$ cat src/rtl/seq_match_monitor_pkg.sv
// Shared definitions for seq_match_monitor: the FSM state type, its encoding width,
// and the width of the per-entry stable counter.
package seq_match_monitor_pkg;

  localparam int STATE_W = 3;
  localparam int STAB_W  = 4;

  typedef enum logic [STATE_W-1:0] {
    IDLE,
    ARMED,
    CHECK,
    PASS,
    FAIL
  } state_t;

endpackage

$ cat src/rtl/seq_match_exp_mem.sv
// Expected-value/mask register file: one synchronous write port, one combinational read port.
// Contents are deliberately not reset so a loaded list survives restarts.
module seq_match_exp_mem #(
  parameter int  WIDTH = 16,
  parameter int  DEPTH = 16,
  localparam int AW    = $clog2(DEPTH)
) (
  input  logic             i_clock,
  input  logic             i_wr_en,
  input  logic [AW-1:0]    i_wr_addr,
  input  logic [WIDTH-1:0] i_wr_data,
  input  logic [WIDTH-1:0] i_wr_mask,
  input  logic [AW-1:0]    i_rd_addr,
  output logic [WIDTH-1:0] o_rd_data,
  output logic [WIDTH-1:0] o_rd_mask
);

  logic [WIDTH-1:0] r_val  [DEPTH];
  logic [WIDTH-1:0] r_mask [DEPTH];

  always_ff @(posedge i_clock) begin
    if (i_wr_en) begin
      r_val[i_wr_addr]  <= i_wr_data;
      r_mask[i_wr_addr] <= i_wr_mask;
    end
  end

  assign o_rd_data = r_val[i_rd_addr];
  assign o_rd_mask = r_mask[i_rd_addr];

endmodule

$ cat src/rtl/seq_match_monitor.sv
// In-order expected-value monitor: match_pulse follows obs_data by two cycles (sample + compare register).
// Per-entry timeout exists only with SEQ_MATCH_MONITOR_TIMEOUT_EN defined; otherwise fail is tied low.
module seq_match_monitor
  import seq_match_monitor_pkg::*;
#(
  parameter int  WIDTH  = 16,
  parameter int  DEPTH  = 16,
  parameter int  STABLE = 1,
  parameter int  TMO_W  = 24,
  localparam int AW     = $clog2(DEPTH),
  localparam int NW     = AW + 1
) (
  input  logic             clock,
  input  logic             resetb,
  input  logic             load_we,
  input  logic [AW-1:0]    load_addr,
  input  logic [WIDTH-1:0] load_data,
  input  logic [WIDTH-1:0] load_mask,
  input  logic [NW-1:0]    num_exp,
  input  logic             start,
  input  logic [TMO_W-1:0] timeout_lim,
  input  logic             obs_ready,
  input  logic [WIDTH-1:0] obs_data,
  output logic             busy,
  output logic             match_pulse,
  output logic [AW-1:0]    match_idx,
  output logic             pass,
  output logic             fail
);

  state_t            r_state, w_state_nxt;
  logic [WIDTH-1:0]  r_s_data;
  logic              r_s_rdy;
  logic [AW-1:0]     r_idx, w_idx_nxt;
  logic [NW-1:0]     r_num, w_num_nxt;
  logic [STAB_W-1:0] r_stab, w_stab_nxt;
  logic              r_match_pulse, w_match_pulse_nxt;
  logic [AW-1:0]     r_match_idx, w_match_idx_nxt;

  logic [WIDTH-1:0]  w_exp_val, w_exp_mask;
  logic [NW-1:0]     w_num_sat;
  logic              w_busy, w_hit, w_match, w_last, w_tmo_hit;

  seq_match_exp_mem #(.WIDTH(WIDTH), .DEPTH(DEPTH)) u_mem (
    .i_clock   (clock),
    .i_wr_en   (load_we && !w_busy),
    .i_wr_addr (load_addr),
    .i_wr_data (load_data),
    .i_wr_mask (load_mask),
    .i_rd_addr (r_idx),
    .o_rd_data (w_exp_val),
    .o_rd_mask (w_exp_mask)
  );

  assign w_busy    = (r_state == ARMED) || (r_state == CHECK);
  assign w_hit     = r_s_rdy && (((r_s_data ^ w_exp_val) & w_exp_mask) == '0);
  assign w_match   = w_busy && w_hit && (r_stab == STAB_W'(STABLE - 1));
  assign w_last    = ({1'b0, r_idx} == (r_num - NW'(1)));
  assign w_num_sat = (num_exp > NW'(DEPTH)) ? NW'(DEPTH) : num_exp;

`ifdef SEQ_MATCH_MONITOR_TIMEOUT_EN
  logic [TMO_W-1:0] r_tmo;

  // Budget is per entry: each consumed entry restarts the count.
  assign w_tmo_hit = w_busy && (timeout_lim != '0) &&
                     (({1'b0, r_tmo} + (TMO_W+1)'(1)) == {1'b0, timeout_lim});

  always_ff @(posedge clock or negedge resetb) begin
    if (!resetb) begin
      r_tmo <= '0;
    end else if (start || w_match) begin
      r_tmo <= '0;
    end else if (w_busy) begin
      r_tmo <= r_tmo + TMO_W'(1);
    end
  end
`else
  logic w_unused_tmo;
  assign w_unused_tmo = ^timeout_lim;
  assign w_tmo_hit    = 1'b0;
`endif

  always_comb begin
    w_state_nxt       = r_state;
    w_idx_nxt         = r_idx;
    w_num_nxt         = r_num;
    w_stab_nxt        = r_stab;
    w_match_pulse_nxt = 1'b0;
    w_match_idx_nxt   = r_match_idx;
    if (start) begin
      w_idx_nxt       = '0;
      w_stab_nxt      = '0;
      w_num_nxt       = w_num_sat;
      w_match_idx_nxt = '0;
      w_state_nxt     = (w_num_sat == '0) ? PASS : ARMED;
    end else begin
      unique case (r_state)
        // ARMED compares too, so the first entry sees the same two-cycle latency as later ones.
        ARMED, CHECK: begin
          if (w_match) begin
            w_match_pulse_nxt = 1'b1;
            w_match_idx_nxt   = r_idx;
            w_stab_nxt        = '0;
            if (w_last) begin
              w_state_nxt = PASS;
            end else begin
              w_idx_nxt   = r_idx + AW'(1);
              w_state_nxt = CHECK;
            end
          end else begin
            w_stab_nxt = w_hit ? (r_stab + STAB_W'(1)) : '0;
            if (w_tmo_hit) begin
              w_state_nxt = FAIL;
            end else if ((r_state == ARMED) && r_s_rdy) begin
              w_state_nxt = CHECK;
            end
          end
        end
        default: ;
      endcase
    end
  end

  always_ff @(posedge clock or negedge resetb) begin
    if (!resetb) begin
      r_state       <= IDLE;
      r_s_data      <= '0;
      r_s_rdy       <= 1'b0;
      r_idx         <= '0;
      r_num         <= '0;
      r_stab        <= '0;
      r_match_pulse <= 1'b0;
      r_match_idx   <= '0;
    end else begin
      r_state       <= w_state_nxt;
      r_s_data      <= obs_data;
      r_s_rdy       <= obs_ready;
      r_idx         <= w_idx_nxt;
      r_num         <= w_num_nxt;
      r_stab        <= w_stab_nxt;
      r_match_pulse <= w_match_pulse_nxt;
      r_match_idx   <= w_match_idx_nxt;
    end
  end

  assign busy        = w_busy;
  assign match_pulse = r_match_pulse;
  assign match_idx   = r_match_idx;
  assign pass        = (r_state == PASS);
`ifdef SEQ_MATCH_MONITOR_TIMEOUT_EN
  assign fail        = (r_state == FAIL);
`else
  assign fail        = 1'b0;
`endif

endmodule

$ cat config.mk
export PLATFORM = sky130hd
export DESIGN_NAME = seq_match_monitor
export DESIGN_NICKNAME = d
export VERILOG_FILES = /design/src/rtl/seq_match_monitor_pkg.sv /design/src/rtl/seq_match_exp_mem.sv /design/src/rtl/seq_match_monitor.sv
export SDC_FILE = /design/constraint.sdc
export NUM_CORES = 1
export LEC_CHECK = 0
export ABC_CLOCK_PERIOD_IN_PS = 11950
export CAP_MARGIN = 5
export CORE_MARGIN = 5
export CORE_UTILIZATION = 45
export DETAILED_ROUTE_END_ITERATION = 8
export GPL_TIMING_DRIVEN = 0
export PLACE_DENSITY = 0.67
export SYNTH_ARGS = -nofsm -noshare
export SYNTH_HDL_FRONTEND = slang
export SYNTH_SLANG_ARGS = --single-unit
$ cat constraint.sdc
create_clock -name clock -period 11.95 [get_ports clock]
set_clock_uncertainty 0.2 [all_clocks]
set_input_delay 2.39 -clock clock [delete_from_list [all_inputs] [get_ports clock]]
set_output_delay 2.39 -clock clock [all_outputs]
set_load 0.05 [all_outputs]
Word level (Yosys, flattened, before mapping)
Memory sizes are Yosys's and may differ from the RTL's.
Index checks and enable logic that the tools add are counted.
Word-level totals
  bits in registers: 38
  RAM bits: 512
  word-level logic and storage cells: 61
  memories kept: 2
Cells by class
  add/sub/neg operators: 3
  $lt $le $gt $ge: 1
  equality and inequality tests: 5
  multiplexer cells: 23
  bitwise logic cells: 2
  reductions and logical operators: 17
Memories
  u_mem.r_mask: words 16, width 16, rd ports 1, clocked after Yosys merged registers in 0, write ports 1, line seq_match_exp_mem.sv:19  | logic [WIDTH-1:0] r_mask [DEPTH];
  u_mem.r_val: words 16, width 16, rd ports 1, clocked after Yosys merged registers in 0, write ports 1, line seq_match_exp_mem.sv:18  | logic [WIDTH-1:0] r_val [DEPTH];
Operator list (count)
  $mux 4: 11
  $and 16x16->16: 1
  $logic_not 16->1: 1
  $xor 16x16->16: 1
  $mux 3: 4
  $add 4x1->4 const B: 2
  $eq 3x2->1 const B: 2
  $mux 1: 6
  $eq 4x5->1: 1
  $gt 5x5->1 const B: 1
  $logic_and 1x1->1: 5
  $logic_not 5->1: 1
  $mux 5: 1
  $sub 5x1->5 const B: 1
  $logic_not 4->1: 1
  $reduce_and 2->1: 2
  $reduce_bool 2->1: 2
  $eq 3x1->1 const B: 1
  $reduce_and 3->1: 1
  $reduce_bool 3->1: 1
  $mux 2: 1
  $ne 2x2->1 const B: 1
  $reduce_or 2->1: 1
  $logic_not 1->1: 1
  $logic_or 1x1->1: 1

Logic depth before layout (Yosys ltp)
An unclocked memory read counts as a cell.
  depth in word-level cells: 10
  mapped depth: 15

Hierarchy
Synthesis repeated with hierarchy kept, for this count alone.
Second synthesis, totals
  cells, all modules: 972
  area, all modules: 21072.7 um^2
By module, submodules not included
  seq_match_exp_mem: times used 1, cells an instance 806, area an instance 19195.9 um^2
  seq_match_monitor: times used 1, cells an instance 166, area an instance 1876.8 um^2

Least setup slack after synthesis
No wires, ideal clock.
  path kind: input-to-reg
  start point: input port load_addr[1]
  end point: memory u_mem.r_mask[0][0] (enable)
  library setup time: 0.461 ns
  data arrival time: 5.030 ns
  required time: 11.289 ns
  path slack: 6.258 ns
  stages: 2
  buffers on the path: 0
  cell sequence: or3_1 > nor3_1
RTL lines
  start: declaration: line seq_match_monitor.sv:16  | input logic [AW-1:0] load_addr,
  end: declaration: line seq_match_exp_mem.sv:19
Straight into the memory's write port.

Worst setup path in the final report
  start point: register r_idx[1]
  end point: register r_idx[3]
Between the ends
  cells in the longest elaborated chain, start to end: 9
  elaborated cells between the ends (all ways): 17
Ends and longest elaborated chain
  start: declaration: line seq_match_monitor.sv:34  | logic [AW-1:0] r_idx, w_idx_nxt;
  start signal: assignment: line seq_match_monitor.sv:138  | r_idx <= w_idx_nxt;
  $mem_v2 16x16
  $xor 16x16->16: line seq_match_monitor.sv:56  | assign w_hit = r_s_rdy && (((r_s_data ^ w_exp_val) & w_exp_mask) == '0);
  $and 16x16->16: line seq_match_monitor.sv:56
  $logic_not 16->1: line seq_match_monitor.sv:56
  $logic_and 1x1->1: line seq_match_monitor.sv:56
  $logic_and 1x1->1 (2 in a row): line seq_match_monitor.sv:57  | assign w_match = w_busy && w_hit && (r_stab == STAB_W'(STABLE - 1));
  $reduce_bool 2->1 (no source line)
  $reduce_and 3->1 (no source line)
Several ways; a longest one is shown, not always the timed one. The select of a mux whose other input is x is not followed.
A chain may end at the register's enable or synchronous reset.

==> reports/qor.csv <==
metric;value;unit
status;completed;
DP Area;23800;µm²
layout cells sized above 1;0.203;
num ports;94;
Setup crit end kind;register;
Slew headroom;0.201;
crit path DAT;5.48;ns
mux contribution to synthesized area;0.123;
worst setup margin;6.75;ns
nets;1342;
Mapped Area;21800;µm²
number of fill cells in the layout;3704;
Max-Cap Viols;0;
critical path required time;12.22;ns
unrepaired setup endpoints after global routing;false;
1st-iter DRT viols;1156;
Flop pwr share;0.541;
pre-CTS setup slack;6.76;ns
Starting Density;0.455;
ANT nets after route;0;
CTS HTree Levels;2;
Int Pwr;3.13;mW
power density cells;155;nW/µm²
most used cell along the critical path;buf_2;
row count;80;
post-route cell area;25500;µm²
Slowest cell on crit path;nor4_1;
diode count;0;
Min Hold Slack;0.330;ns
Root Driver;clkbuf_16;
top-area cell type share of the netlist area;0.706;
setup TNS;0;ns
area of the multi-input gates;5150;µm²
Via Count;11000;
number of global-route vias before repair;11200;
core area;47800;µm²
top cells by area, synth;edfxtp_1 71%, mux4_2 7.4%, dfrtp_1 4.2%;
Final Max Slew Viols;0;
TritonCTS clock tree;built;
Leakage;8.19;nW
crit-path max cell delay;0.99;ns
Via density;5.78;
Critical Path Source Type;register;
post-cts gate resize count;0;
Post-Synth Adder-Cell Area;0.00345;
Syn Inst Count;1098;
largest net degree at the start of global routing;29;
area leader, netlist;edfxtp_1;
hpwl dp;32.3;mm
Max FO, Critical Path;10;
FF/Latch Area;16300;µm²
Final period util;0.436;
number of synthesized register bits;549;
Clock Sinks;549;
chip height;230;µm
Sw Ratio;0.207;
count leader, synth;edfxtp_1;
P&R area growth vs syn;17.0;%
fraction of registers with async set/reset;0.0674;
Die Span X;230;µm
CTS buffer count;54;
synthesized net count;1190;
die area;52900;µm²
Synth Flop Type;edfxtp_1;
initial antenna violation count;1;
CTS Hold Bufs;0;
post-synthesis xor/xnor area fraction;0.0386;
worst hold-check path type;register to register;
maximum VDD drop;0.114;mV
drt drc;0;
Slew @ Worst Pin;1.19;ns
clock latency at the later pin of the worst-skew pair;0.59;ns
Max Freq;192;MHz
Clock Power Share;0.422;
Gate power share;0.037;
CTS clock-pin slew for the worst setup and hold paths;0.07;ns
Final min period;5.20;ns
final hold vios;0;
Final setup viols;0;
number of port buffers;67;
CTS Buffer Depth;3;
largest family of logic cells by synthesized area;multiplexers;
Seq/Total Area, Yosys;0.748;
remaining global-route overflow;0;
Synth Area in Compound Gates;0.0297;
critical path class;register to register;
number of flops mapped to enable cells by yosys;512;
first-pass GRT wire length;75.8;mm
post-synth cell types;67;
Switching Power;818;µW
Mapped Avg Cell Area;19.8;µm²
Pwr Total;3.95;mW
simple-gate area share of the yosys netlist;0.0362;
DR WL/cell;27.0;µm
Cell Chain, Critical Path;buf_2, buf_2, buf_4, clkbuf_1, nor4b_1, nor4_1, nand4_1, o21ai_2, o2111ai_2, o21ai_4, nand4_2, mux2_4;
cell family with most CP delay;buffers and inverters;
CP Buf/Inv Count;4;
GRT Resource Usage Total;0.195;
synth warn;0;
DRT Pass-1 Iters;5;
GPL Wtd Cong;0.751;
Post-CTS Setup Inserts;0;
synth cell count leaders;512 x edfxtp_1, 72 x mux4_2, 56 x xor2_1, 44 x mux2i_1, 40 x xnor2_1;
drt total wl;51.4;mm
-- cell usage in the layout (no fill, tap or decap), types with 8 or more instances in the layout --
cell,count
buf_6,20
clkinv_1,8
and2_1,8
a31oi_1,10
nor2_4,12
buf_12,20
dfrtp_1,37
nor2_1,20
buf_2,13
inv_1,15
mux4_2,72
mux2i_1,44
clkdlybuf4s50_1,66
mux4_1,16
nand2_1,34
nand3_1,21
xor2_1,56
clkbuf_1,28
a32oi_1,8
edfxtp_1,512
nand2b_1,13
mux2_2,13
clkbuf_16,55
clkinv_2,16
xnor2_1,40
-- metal layers --
metal  vias to the layer above  wire length [µm]  global-route usage
li1                       4730                 -                   -
met1                      5728             21900               0.280
met2                       470             23900               0.305
met3                        97              4090              0.0375
met4                         2              1480              0.0620
met5                         -                13                   0
-- flip-flops by register name (all words and copies together), names as in the netlist --
name,cells
match_idx,4
u_mem.r_mask,256
r_stab,4
r_s_rdy,1
r_state,2
r_s_data,16
r_idx,4
r_num,5
match_pulse,1
u_mem.r_val,256
-- layout make-up --
class	count	area share
plain buffers	52	0.0152
well taps	615	0.0302
multi-input cells	481	0.202
repair buffers	96	0.0434
inverters	16	0.00236
clock inverters	35	0.0123
flip-flops and latches	549	0.639
clock buffers	64	0.0553
-- metrics by stage --
stage	utilization	std cells
4_1_cts	0.533	1908
6_report	0.533	1908
2_1_floorplan	-	1098
3_3_place_gp	0.486	1780
3_5_place_dp	0.497	1809
5_1_grt	0.533	1908
-- worst reg2reg max path: stages (launching register included) --
cell and delay, ns:
dfrtp_1 0.35, buf_2 0.27, buf_2 0.36, buf_4 0.29, clkbuf_1 0.81, nor4b_1 0.16
nor4_1 0.99, nand4_1 0.29, o21ai_2 0.23, o2111ai_2 0.20, o21ai_4 0.42, nand4_2 0.17
mux2_4 0.34
-- logic make-up after synthesis --
logic type,Yosys count
compound gates,79
buf+inv,68
flops,549
simple gates,150
other cells,1
xor+xnor,96
fa+ha+maj,6
mux,149
-- power by group through the flow --
stage / clock, mW / sequential [mW] / combinational (mW)
after global placement: 0 / 2.18 / 0.136
after CTS: 1.69 / 2.14 / 0.150
after detailed placement: 0 / 2.18 / 0.149
after global routing: 1.78 / 2.14 / 0.159
after floorplan: 0 / 2.17 / 0.0661
final: 1.67 / 2.14 / 0.148
-- final timing paths --
kind | to | from | cells past startpoint | slack [ns]
max in group asynchronous | r_s_data[2] | resetb | 2 | 9.50
min in group asynchronous | r_s_data[4] | resetb | 1 | 1.51
worst max register to register | r_idx[3] | r_idx[1] | 12 | 6.75
worst min-delay path | r_stab[2] | r_stab[2] | 1 | 0.33
worst max-delay path | r_idx[3] | r_idx[1] | 12 | 6.75
worst min register to register | r_stab[2] | r_stab[2] | 1 | 0.33
Note: power is estimated with default switching activity, not from simulation.
